## config.mk

```make
export PLATFORM = sky130hd
export DESIGN_NAME = chatter_counter
export DESIGN_NICKNAME = d
export VERILOG_FILES = /design/src/rtl/chatter_counter.sv
export SDC_FILE = /design/constraint.sdc
export NUM_CORES = 1
export LEC_CHECK = 0
export BUFFER_PORTS_ARGS = -buffer_cell sky130_fd_sc_hd__buf_2
export CAP_MARGIN = 20
export CORE_AREA = 2 2 39 41
export DETAILED_ROUTE_END_ITERATION = 16
export DIE_AREA = 0 0 41 43
export HOLD_SLACK_MARGIN = 0.12
export REMOVE_ABC_BUFFERS = 1
export SLEW_MARGIN = 20
export SYNTH_ARGS = -nofsm -noshare
export SYNTH_HDL_FRONTEND = slang
export SYNTH_SLANG_ARGS = --single-unit
```

## constraint.sdc

```tcl
create_clock -name chatterclock -period 2.1 [get_ports chatterclock]
set_clock_uncertainty 0.15 [all_clocks]
set_input_delay 0.21 -clock chatterclock [delete_from_list [all_inputs] [get_ports chatterclock]]
set_output_delay 0.21 -clock chatterclock [all_outputs]
set_load 0.02 [all_outputs]
```

## src/rtl/chatter_counter.sv

```systemverilog
// Switch debouncer: two-flop synchronizer feeding a qualification counter,
// with a debounced level output and a toggle flag that flips on each accepted press.
module chatter_counter #(
  parameter int CNT_WIDTH = 8,
  parameter int THRESHOLD = 200
) (
  input  logic                 chatterclock,
  input  logic                 reset,
  input  logic                 switchin,
  output logic                 enabled,
  output logic [CNT_WIDTH-1:0] count,
  output logic                 ispressed
);

  localparam logic [CNT_WIDTH-1:0] LAST = CNT_WIDTH'(THRESHOLD - 1);

  logic                 sync1_q, sync1_d;
  logic                 sync2_q, sync2_d;
  logic [CNT_WIDTH-1:0] count_q, count_d;
  logic                 ispressed_q, ispressed_d;
  logic                 enabled_q, enabled_d;

  always_comb begin
    sync1_d     = switchin;
    sync2_d     = sync1_q;
    count_d     = count_q;
    ispressed_d = ispressed_q;
    enabled_d   = enabled_q;
    // A sample agreeing with the current level aborts any qualification in progress.
    if (sync2_q == ispressed_q) begin
      count_d = '0;
    end else if (count_q == LAST) begin
      ispressed_d = sync2_q;
      count_d     = '0;
      if (sync2_q) begin
        enabled_d = ~enabled_q;
      end
    end else begin
      count_d = count_q + CNT_WIDTH'(1);
    end
  end

  always_ff @(posedge chatterclock) begin
    if (reset) begin
      sync1_q     <= 1'b0;
      sync2_q     <= 1'b0;
      count_q     <= '0;
      ispressed_q <= 1'b0;
      enabled_q   <= 1'b0;
    end else begin
      sync1_q     <= sync1_d;
      sync2_q     <= sync2_d;
      count_q     <= count_d;
      ispressed_q <= ispressed_d;
      enabled_q   <= enabled_d;
    end
  end

  assign count     = count_q;
  assign ispressed = ispressed_q;
  assign enabled   = enabled_q;

endmodule

```

==> flow_metrics.py <==
metrics = {
    "outcome": {
        "status": "completed",
    },
    "finish": {
        "diodes": 0,
        "fill_cells": 127,
        "synthToLayoutAreaGrowth_pct": 28.26,
        "nets": 79,
        "multi_input_area_um2": 250.2,
        "drive_above_1_share_pct": 27.40,
        "most-common-layout-cells": "dfxtp_1, buf_2, nor2_1",
        "regArea_um2": 240.2,
    },
    "drt": {
        "wl_per_cell_um": 10.56,
        "drc": 0,
        "ant_nets": 0,
        "vias": 444,
        "dr.pass1.iters": 4,
        "initialDrtViolationCount": 11,
        "wirelength_um": 940,
        "vias_per_cell": 4.989,
    },
    "worst_setup_path": {
        "crit_path_max_fanout": 6,
        "crit_end": "ispressed",
        "rr_endpoint": "ispressed",
        "critPathBufInv": 0,
        "crit_path_start_kind": "flip-flop",
        "crit_slowest_cell": "dfxtp_1",
        "critPathLaunch": "count[0]",
        "critical_path_arrival_ns": 1.75,
        "cpPeakStageDelay_ns": 0.42,
        "cp-end-kind": "flip-flop",
        "reg2reg_from": "count[0]",
        "required_ns": 2.12,
        "cpLargestDelayFamily": "compound AO/OA/AOI/OAI gates",
        "cp_num_cells": 4,
        "critical_path_class": "reg -> reg",
        "r2r_cells": 4,
        "cp_cell_sequence": "ha_1 > nand4bb_4 > o311a_2 > a31o_2",
        "r2r_setup_slack_ns": 0.37,
    },
    "clocking": {
        "post_cts_buffers": 0,
        "cts_sinks": 12,
        "h-tree-depth": 1,
        "worst_skew_pair.late_latency_ns": 0.27,
        "clkTransAtPathRegs_ns": 0.08,
        "cts_buffer_depth": 2,
        "root_buffer": "clkbuf_4",
        "cts_tree": "built",
        "cts_buffers": 3,
        "cts_resized": 0,
    },
    "synthesis": {
        "synth-compound-area-share_pct": 13.27,
        "synth_xor_area_share_pct": 5.160,
        "synth.distinct_cells": 21,
        "synth_fa_ha_area_share_pct": 4.914,
        "syn_inst": 54,
        "synth_top_area_share_pct": 47.17,
        "synthesis.area_um2": 509.2,
        "synthMuxAreaShare_pct": 0,
        "ys_ff_latch": 12,
        "syn-mean-instance-area_um2": 9.430,
        "ys_top_cells_by_area": "dfxtp_1, nand4bb_4, ha_1, nor2_1, a21oi_1",
        "synth_area_leader_cell": "dfxtp_1",
        "synth_top_family_by_area": "simple AND/OR/NAND/NOR gates",
        "yosys_warnings": 0,
        "seq_area_frac_synth_pct": 47.17,
        "synth-simple-area-share_pct": 25.80,
    },
    "power": {
        "seq_power_share_pct": 54.0,
        "powerDensity_mw_per_mm2": 655.5,
        "p_sw_share_pct": 20.13,
        "p_int_mw": 0.3419,
        "power_frac_clock_pct": 42.8,
        "power_switching_mw": 0.08617,
        "cellLeakagePower_nw": 0.2533,
        "ir_worst_vdd_v": 0.0003764,
        "combPwrFrac_pct": 3.2,
    },
    "grt": {
        "overflow": 0,
        "antenna_found_initial": 0,
        "first_global_vias": 358,
        "grt_use_total_pct": 13.00,
        "grt_pass1_wl_mm": 1.531,
        "grt_max_degree": 9,
    },
    "timing": {
        "slew_headroom_pct": 82.92,
        "setup_ws_ns": 0.3712,
        "setup_violations": 0,
        "fmax_ghz": 0.5784,
        "finalHoldViolations": 0,
        "post-route-period-util_pct": 82.33,
        "report.final.slew_viol_count": 0,
        "fin_setup_tns_ns": 0,
        "finalCriticalPeriod_ns": 1.729,
        "grt_setup_unrepaired": "false",
        "worstMarginPinSlew_ns": 0.2559,
    },
    "die": {
        "io_pins": 13,
        "dieArea_mm2": 0.001763,
        "start_util_pct": 36.80,
        "num_rows": 14,
        "die_x_um": 41,
        "coreArea_mm2": 0.001384,
        "die_h_um": 43,
    },
    "placed_design": {
        "dp_hpwl_um": 678.9,
        "dp_slack_ns": 0.3876,
        "portBuffers": 12,
        "place_congestion": 0.7927,
    },
    "worst_hold_path": {
        "min_path_type": "reg -> reg",
    },
    "job": {
        "maxCapViolCount": 0,
    },
}
worst min-delay path by stage:
stage | start | endpoint | slack, ns | cells after the start
2_1_floorplan | reset | enabled | 0.13 | 1
3_3_place_gp | sync1_q | sync2_q | 0.27 | 1
3_5_place_dp | switchin | sync1_q | 0.28 | 2
4_1_cts | sync1_q | sync2_q | 0.31 | 1
5_1_grt | sync1_q | sync2_q | 0.34 | 1
6_report | sync1_q | sync2_q | 0.30 | 1
registers in the layout, summed over array words and instances (netlist names):
register   count
count          8
enabled        1
ispressed      1
sync1_q        1
sync2_q        1
per-layer routing:
metal	vias up	global-route usage [%]	part of all wire (%)
li1	229	-	-
met1	205	17.26	51
met2	8	18.13	44
met3	2	3.141	3.6
met4	0	8.000	0.96
met5	-	0	0
worst reg2reg max path, cell delays in order (launching register included):
cell and delay (ns):
dfxtp_1 0.42, ha_1 0.31, nand4bb_4 0.16, o311a_2 0.39, a31o_2 0.21
stage by stage:
step	util (%)	hold WS, ns	instances	power [mW]	area (um2)
after global routing	47.20	0.3353	89	0.4473	653.1
after CTS	47.20	0.3077	89	0.4384	653.1
after detailed placement	43.13	0.2836	83	0.2475	596.8
after global placement	43.13	0.2675	83	0.2471	596.8
after floorplan	-	0.1291	54	0.2418	509.2
final	47.20	0.3036	89	0.4281	653.1
Yosys cell counts, drive strengths merged:
master / number
nor2b: 2
nand3: 4
o31ai: 1
dfxtp: 12
or4: 1
o311a: 1
nand4: 1
or3: 3
xnor2: 1
nor2: 6
o21ai: 4
ha: 2
a31o: 1
a21oi: 4
nand3b: 1
nand4bb: 1
nand2: 1
xor2: 2
nor3: 1
inv: 5
timing repair:
action,CTS,global route
endpoints found under the hold margin,3,0
setup endpoints to repair,0,0
hold buffers,2,0
kinds of logic after synthesis:
family,after synthesis
xor gates and xnor gates,3
AOI/OAI and AO/OA,11
and+or+nand+nor,21
DFF,12
adders and majority gates,2
buffers and inverters,5
power groups by stage:
stage	logic [mW]	clock network [mW]	registers [mW]
after global routing	0.0155	0.200	0.232
after CTS	0.0138	0.193	0.231
after detailed placement	0.0110	0	0.237
after global placement	0.0108	0	0.236
final	0.0137	0.183	0.231
after floorplan	0.00486	0	0.237
final cells by class:
type / count / share of cell area, %
well taps: 16 / 3.065
flip-flops and latches: 12 / 36.78
multi-input cells: 37 / 38.31
inverters: 5 / 2.874
clock buffers: 4 / 5.556
repair buffers: 15 / 13.41
Note: power is estimated with default switching activity, not from simulation.
